--- config.mk ---
export PLATFORM = sky130hd
export DESIGN_NAME = seq_shifter_flat
export DESIGN_NICKNAME = d
export VERILOG_FILES = /design/src/rtl/seq_shifter_if.sv /design/src/rtl/seq_shifter.sv /design/src/flat_wrapper.sv
export SDC_FILE = /design/constraint.sdc
export NUM_CORES = 1
export LEC_CHECK = 0
export ABC_AREA = 1
export BUFFER_PORTS_ARGS = -buffer_cell sky130_fd_sc_hd__clkbuf_2
export CORE_UTILIZATION = 35
export DETAILED_ROUTE_END_ITERATION = 8
export PLACE_DENSITY = 0.57
export SETUP_SLACK_MARGIN = 0.5
export SLEW_MARGIN = 20
export SYNTH_ARGS = -nofsm -noshare
export SYNTH_HDL_FRONTEND = slang
export SYNTH_SLANG_ARGS = --single-unit
--- constraint.sdc ---
create_clock -name clk -period 1.66 [get_ports clk]
set_input_delay 0.249 -clock clk [delete_from_list [all_inputs] [get_ports clk]]
set_output_delay 0.249 -clock clk [all_outputs]
set_load 0.02 [all_outputs]
--- src/rtl/seq_shifter_if.sv ---
// Handshake and data bundle between the control FSM and the sequential shifter.
// The master side issues a shift request and the slave side reports progress and the result.
interface seq_shifter_if #(
  parameter int WIDTH = 32
) ();
  localparam int SHAMT_W = $clog2(WIDTH);

  logic               start;
  logic [1:0]         mode;
  logic [SHAMT_W-1:0] shamt;
  logic [WIDTH-1:0]   dataIn;
  logic               busy;
  logic               done;
  logic [WIDTH-1:0]   result;

  modport master (
    output start, mode, shamt, dataIn,
    input  busy, done, result
  );

  modport slave (
    input  start, mode, shamt, dataIn,
    output busy, done, result
  );
endinterface

--- src/rtl/seq_shifter.sv ---
// Multi-cycle shifter for the multi-cycle MIPS datapath.
// It performs SLL, SRL and SRA over WIDTH bits and moves at most STEP bit positions per clock.
// Optional macro SEQ_SHIFTER_ROTATE_EN makes mode 11 a rotate right.
// When the macro is not defined, mode 11 passes the operand through unchanged.
module seq_shifter #(
  parameter int WIDTH = 32,
  parameter int STEP  = 1
) (
  input logic         clk,
  input logic         reset,
  seq_shifter_if.slave bus
);
  localparam int SHAMT_W = $clog2(WIDTH);
  // STEP can equal WIDTH, so it needs one bit more than a shift count.
  localparam logic [SHAMT_W:0] STEP_EXT = (SHAMT_W + 1)'(STEP);

  typedef enum logic [1:0] {
    IDLE,
    SHIFT,
    FINISH
  } stateT;

  stateT              state;
  stateT              nextState;
  logic [WIDTH-1:0]   work;
  logic [WIDTH-1:0]   shifted;
  logic [WIDTH-1:0]   resultReg;
  logic [SHAMT_W-1:0] cnt;
  logic [SHAMT_W-1:0] stepK;
  logic [SHAMT_W-1:0] startCnt;
  logic [1:0]         modeReg;
  logic               accept;
  logic               busyInt;
  logic               doneInt;
`ifdef SEQ_SHIFTER_ROTATE_EN
  logic [2*WIDTH-1:0] rotPair;
`endif

  assign bus.busy   = busyInt;
  assign bus.done   = doneInt;
  assign bus.result = resultReg;

  // Number of positions still to shift when the request is accepted. A non-rotating build turns mode 11 into a zero-length pass-through.
  always_comb begin
    startCnt = bus.shamt;
`ifndef SEQ_SHIFTER_ROTATE_EN
    if (bus.mode == 2'b11) begin
      startCnt = '0;
    end
`endif
  end

  // This cycle's step is the smaller of STEP and the remaining count.
  always_comb begin
    stepK = cnt;
    if ({1'b0, cnt} > STEP_EXT) begin
      stepK = STEP_EXT[SHAMT_W-1:0];
    end
  end

  // One shift step applied to the working value, using the latched mode.
  always_comb begin
    shifted = work;
`ifdef SEQ_SHIFTER_ROTATE_EN
    rotPair = {work, work} >> stepK;
`endif
    case (modeReg)
      2'b00:   shifted = work << stepK;
      2'b01:   shifted = work >> stepK;
      2'b10:   shifted = $signed(work) >>> stepK;
`ifdef SEQ_SHIFTER_ROTATE_EN
      default: shifted = rotPair[WIDTH-1:0];
`else
      default: shifted = work;
`endif
    endcase
  end

  // Next-state logic plus busy and done. A start is accepted in IDLE or FINISH so that back-to-back requests have no idle cycle between them.
  always_comb begin
    nextState = state;
    busyInt   = 1'b0;
    doneInt   = 1'b0;
    accept    = 1'b0;
    case (state)
      IDLE, FINISH: begin
        doneInt = (state == FINISH);
        if (bus.start) begin
          accept    = 1'b1;
          nextState = (startCnt != '0) ? SHIFT : FINISH;
        end else begin
          nextState = IDLE;
        end
      end
      SHIFT: begin
        busyInt = 1'b1;
        if (cnt == stepK) begin
          nextState = FINISH;
        end
      end
      default: nextState = IDLE;
    endcase
  end

  // State register. A reset abandons any operation that is in flight.
  always_ff @(posedge clk) begin
    if (reset) begin
      state <= IDLE;
    end else begin
      state <= nextState;
    end
  end

  // Operand latch, stepping of the working value, and result capture on entry to FINISH.
  always_ff @(posedge clk) begin
    if (reset) begin
      work      <= '0;
      cnt       <= '0;
      modeReg   <= '0;
      resultReg <= '0;
    end else if (accept) begin
      work    <= bus.dataIn;
      cnt     <= startCnt;
      modeReg <= bus.mode;
      if (startCnt == '0) begin
        resultReg <= bus.dataIn;
      end
    end else if (state == SHIFT) begin
      work <= shifted;
      cnt  <= cnt - stepK;
      if (cnt == stepK) begin
        resultReg <= shifted;
      end
    end
  end
endmodule

--- src/flat_wrapper.sv ---
// flat-port wrapper written by rule: the top's interface ports become plain ports
module seq_shifter_flat 
#(
  parameter int WIDTH = 32,
  parameter int STEP  = 1
)
  (clk, reset, bus_start, bus_mode, bus_shamt, bus_dataIn, bus_busy, bus_done, bus_result);
  seq_shifter_if #(.WIDTH(WIDTH)) bus_i ();
  input logic clk;
  input logic reset;
  input wire logic [$bits(bus_i.start)-1:0] bus_start;
  input wire logic [$bits(bus_i.mode)-1:0] bus_mode;
  input wire logic [$bits(bus_i.shamt)-1:0] bus_shamt;
  input wire logic [$bits(bus_i.dataIn)-1:0] bus_dataIn;
  output wire logic [$bits(bus_i.busy)-1:0] bus_busy;
  output wire logic [$bits(bus_i.done)-1:0] bus_done;
  output wire logic [$bits(bus_i.result)-1:0] bus_result;
  assign bus_i.start = bus_start;
  assign bus_i.mode = bus_mode;
  assign bus_i.shamt = bus_shamt;
  assign bus_i.dataIn = bus_dataIn;
  assign bus_busy = bus_i.busy;
  assign bus_done = bus_i.done;
  assign bus_result = bus_i.result;
  seq_shifter #(.WIDTH(WIDTH), .STEP(STEP)) u_core (.clk(clk), .reset(reset), .bus(bus_i));
endmodule
**Word-level counts from Yosys, hierarchy flattened**

Cells that the tools add are included.
W data, S select, Z words.

- Bits in registers: 73
- Input port bits: 42
- Output and inout bits: 34

- Add/subtract/negate cells: 1
- Magnitude comparators: 1
- Equality and inequality tests: 8
- Shift operators: 3
- Mux-type cells: 19
- Reductions and logical operators: 8

Operators with widths:

| operator | count |
|---|---|
| $mux W32 | 6 |
| $pmux W32 S3 | 1 |
| $shl A32 B5 Y32 | 1 |
| $shr A32 B5 Y32 | 1 |
| $sshr A32 B5 Y32 | 1 |
| $mux W5 | 4 |
| $eq A2 B2 Y1 const B | 3 |
| $mux W2 | 3 |
| $eq A5 B5 Y1 | 1 |
| $gt A5 B1 Y1 const B | 1 |
| $logic_not A5 Y1 | 1 |
| $reduce_bool A5 Y1 | 1 |
| $sub A5 B5 Y5 | 1 |
| $eq A2 B1 Y1 const B | 2 |
| $logic_not A2 Y1 | 2 |
| $mux W1 | 4 |
| $pmux W2 S2 | 1 |
| $reduce_bool A2 Y1 | 2 |
| $reduce_and A3 Y1 | 1 |
| $ne A2 B1 Y1 const B | 1 |
| $ne A2 B2 Y1 const B | 1 |
| $reduce_or A2 Y1 | 1 |

**Logic depth before layout (Yosys ltp)**

- Depth after elaboration: 7
- Depth in mapped cells: 16
- Depth with buffers taken out: 14

**Worst setup path after synthesis**

OpenSTA, ideal clock, no wires.

- Path type: register -> register
- Start: reg u_core.cnt[4]
- End: reg u_core.resultReg[27] (netlist: u_core.bus.result[27])
- Setup time: 0.109 ns
- Arrival time: 1.660 ns
- Required time: 1.551 ns
- Slack: -0.109 ns
- Cell stages (with the launch flop): 17
- Path buffers: 2
- Cell sequence: dfxtp_1 -> inv_2 -> nand2_2 -> nor2_1 -> nor2_1 -> inv_1 -> ha_1 -> nand2_1 -> nand2_1 -> nand2_1 -> nor2_2 -> buf_4 -> buf_6 -> nor2_1 -> nor2_1 -> nand2_1 -> inv_1

- Longest elaborated chain between the ends: 7
- Elaborated cells between the ends (all ways): 12
- Classes of those cells: order compare (1); eq/ne (1); shift (3); mux (5); reduce/logical (2)

Ends and longest elaborated chain:

| what | line | RTL |
|---|---|---|
| start, declared | seq_shifter.sv:28 | `logic [SHAMT_W-1:0] cnt;` |
| start signal, assigned | seq_shifter.sv:123 | `cnt <= startCnt;` |
| start signal, assigned | seq_shifter.sv:130 | `cnt <= cnt - stepK;` |
| $gt A5 B1 Y1 | seq_shifter.sv:56 | `if ({1'b0, cnt} > STEP_EXT) begin` |
| $mux W5 | seq_shifter.sv:56 |  |
| $sshr A32 B5 Y32 (tied with other cells) | seq_shifter.sv:70 | `2'b10: shifted = $signed(work) >>> stepK;` |
| $pmux W32 S3 | seq_shifter.sv:67 | `case (modeReg)` |
| $mux W32 | seq_shifter.sv:131 | `if (cnt == stepK) begin` |
| $mux W32 | seq_shifter.sv:128 | `end else if (state == SHIFT) begin` |
| $mux W32 | seq_shifter.sv:121 | `end else if (accept) begin` |
| end signal, assigned | seq_shifter.sv:126 | `resultReg <= bus.dataIn;` |
| end signal, assigned | seq_shifter.sv:132 | `resultReg <= shifted;` |
| end, declared | seq_shifter.sv:27 | `logic [WIDTH-1:0] resultReg;` |

Parallel ways exist; a longest one is shown, timed or not. The select of a mux whose other input is x is not followed.
A chain may end at the register's enable or synchronous reset.

**Final worst setup path**

- Start: reg u_core.cnt[3]
- End: reg u_core.cnt[0]

- Longest elaborated chain between the ends: 5

Ends and longest elaborated chain:

| what | line |
|---|---|
| $gt A5 B1 Y1 | seq_shifter.sv:56 |
| $mux W5 | seq_shifter.sv:56 |
| $sub A5 B5 Y5 | seq_shifter.sv:130 |
| $mux W5 | seq_shifter.sv:128 |
| $mux W5 | seq_shifter.sv:121 |

No other way between the ends. The select of a mux whose other input is x is not followed.

==> results.tsv <==
metric	value	unit
Final WS setup	-0.206	ns
Final Cell Area	0.00724	sq mm
Max VDD drop	645	uV
Post-synth EDFFs	0	
Area Growth Syn to Fin	55.0	%
share of cells above drive strength 1	43.3	%
Clock power frac	19.1	%
non-filler cells, final	1077	
Inserted Clock Buffers	9	
Detail Route Antenna Nets	0	
dpl ws	-0.138	ns
final design utilization	56.5	%
Logic pwr share	56.7	%
Clock Latency Late Sink	0.34	ns
syn_nets	834	
Reg2Reg Depth	14	
Core Box Area	0.0128	sq mm
Mapped Area	0.00467	sq mm
hold path depth	3	
Setup Skew	0.00667	ns
Leak Pwr	3.87	nW
Netlist cell types	26	
vias in the first global route	5250	
via count	5376	
cells after synthesis	791	
dominant synthesized flop cell	dfxtp_1	
largest net degree at the start of global routing	53	
sw power	3.96	mW
Post-synth top cells	nand2_1 (189), nand3_1 (147), inv_1 (127)	
startpoint class of the critical path	register	
crit path capture type	register	
Final #Nets	944	
Yosys top cell area share	31.3	%
outcome	complete, but fails checks	
htree depth	3	
I/O pin count	76	
final hold slack	0.189	ns
failing checks	setup timing	
largest area contributor in the netlist	dfxtp_1	
ys async rst share	0	%
dpl hpwl	8.85	mm
Clock Path Buffers	2	
Req. time, crit path	1.88	ns
die area	0.0138	sq mm
hold path endpoint	u_core.cnt[3]$_SDFFE_PP0P_	
RR Endpoint	u_core.cnt[0]$_SDFFE_PP0P_	
# rows	41	
Data arrival, critical path	2.09	ns
Seq/Total Area, Yosys	31.3	%
Final Hold Vio Count	0	
Worst R2R Setup Slack	-0.21	ns
CTS tree	built	
initial antenna violation count	0	
Final Power	9.32	mW
1st-pass router iterations	4	
Slew Limit Fails	0	
Setup Crit Path Kind	register to register	
setup TNS	-6.74	ns
global-route wire length before repair	24.1	mm
placed insts	1027	
drt initial violations	236	
global route total overflow	0	
max cap viols	0	
Peak Freq	0.536	GHz
Initial Util	36.4	%
Ys Warns	0	
Die Height	118	um
Final Cycle Share	112	%
drt drc	0	
gp weighted congestion	0.829	
dominant cells by area after synthesis	dfxtp_1 (31%), nand3_1 (16%), nand2_1 (15%), inv_1 (10%), nor2_1 (5.1%)	
CTS Hold Bufs	0	
GRT Total Usage	21.2	%
worst flop-to-flop path startpoint	u_core.cnt[3]$_SDFFE_PP0P_	
ant diodes	0	
unrepaired setup endpoints after global routing	yes	
crit path max fanout	2	
Slew @ Worst Pin	0.372	ns
Finish-stage setup viols	64	
#FFs+latches synth	73	
vias per cell	4.99	
Net Sw Frac	42.5	%
cell with the most instances after synthesis	nand2_1	
area post-placement	0.00547	sq mm
Flop pwr share	24.2	%
Slew headroom	75.2	%
HP Class	input pin to register	
Final min period	1.87	ns
Root Buffer	clkbuf_16	
Int Pwr	5.36	mW
clk slew on worst S/H paths	0.06	ns
Die Wd	118	um
Hold Crit Start	bus_shamt[3]	
PwrDens	1290	mW/mm^2
Avg WL per Cell	13.8	um
# port buffers	75	
clock sink count	73	
Synth Area per Inst	5.90	sq um
total wire length	14.9	mm
==> power by group through the flow <==
| stage | Combinational [mW] | Clock, mW | Sequential, mW |
|---|---|---|---|
| after floorplan | 2.36 | 0 | 2.42 |
| after global placement | 3.40 | 0 | 2.27 |
| after detailed placement | 3.40 | 0 | 2.27 |
| after CTS | 4.75 | 1.83 | 2.24 |
| after global routing | 5.77 | 1.91 | 2.29 |
| final | 5.29 | 1.78 | 2.25 |
==> registers in the layout (all words and copies together), names as in the netlist <==
register           flops
u_core.modeReg         2
u_core.bus.result     32
u_core.state           2
u_core.cnt             5
u_core.work           32
==> layout make-up <==
type	count	area, sq um
clock inverter	3	17.5
inverter	134	508
tap	172	215
sequential	73	1470
fill	1241	5580
multi-input combinational	532	3440
timing repair buffer	151	1350
clock buffer	12	246
==> worst max-delay path: stages (launching register included) <==
cell	delay [ns]
dfxtp_2	0.34
nor2_4	0.11
nand2_2	0.08
nor2_4	0.14
nor2_4	0.05
buf_4	0.14
buf_6	0.10
buf_6	0.10
buf_4	0.12
buf_6	0.10
buf_4	0.12
buf_4	0.12
buf_6	0.10
nand2_2	0.04
a31oi_1	0.08
==> metal layers <==
layer	global-route usage [%]	vias up	part of all wire, %
met2	38.1	89	52
met4	6.41	0	1.7
met1	24.8	2509	43
met5	0	-	0
met3	5.09	18	3.7
li1	-	2760	-
==> placed cells by master (no fill, tap or decap), types with 14 or more instances in the layout <==
cell       synthesis  final
a21oi_1           42     41
buf_4              5     43
clkbuf_16          0     14
clkbuf_2           0     69
dfxtp_1           73     66
inv_1            127    125
nand2_1          189    114
nand2_2            1     45
nand2_4            0     31
nand3_1          147     38
nand3_2            0    109
nand4_1           27     27
nor2_1            64     49
o21ai_0           39     37
==> logic make-up after synthesis <==
logic type / after synthesis / synth area share, %
AO/OA/AOI/OAI: 94 / 10.4
buffers and inverters: 186 / 16.5
AND/OR/NAND/NOR: 436 / 41.4
flip-flops: 73 / 31.3
XOR/XNOR: 1 / 0.188
adder cells (fa/ha/maj): 1 / 0.268
==> worst max path at each step <==
| stage | startpoint | cells after the start | to | slack (ns) |
|---|---|---|---|---|
| 2_1_floorplan | u_core.cnt[2]$_SDFFE_PP0P_ | 15 | u_core.bus.result[21]$_SDFFE_PP0P_ | -0.01 |
| 5_1_grt | u_core.cnt[3]$_SDFFE_PP0P_ | 16 | u_core.bus.result[14]$_SDFFE_PP0P_ | -0.28 |
| 3_5_place_dp | u_core.cnt[2]$_SDFFE_PP0P_ | 14 | u_core.bus.result[2]$_SDFFE_PP0P_ | -0.14 |
| 6_report | u_core.cnt[3]$_SDFFE_PP0P_ | 14 | u_core.cnt[0]$_SDFFE_PP0P_ | -0.21 |
| 4_1_cts | u_core.cnt[2]$_SDFFE_PP0P_ | 16 | u_core.bus.result[19]$_SDFFE_PP0P_ | -0.12 |
| 3_3_place_gp | u_core.cnt[2]$_SDFFE_PP0P_ | 14 | u_core.bus.result[30]$_SDFFE_PP0P_ | -0.11 |
==> what timing repair did <==
item                                   CTS  global route
setup buffers                           15            10
gates cloned                             5             5
setup endpoints to repair               71            75
resized for setup                      210            64
pin swaps                               87            78
endpoints found under the hold margin    0             0
No activity file was read; power rests on OpenSTA's default activity.
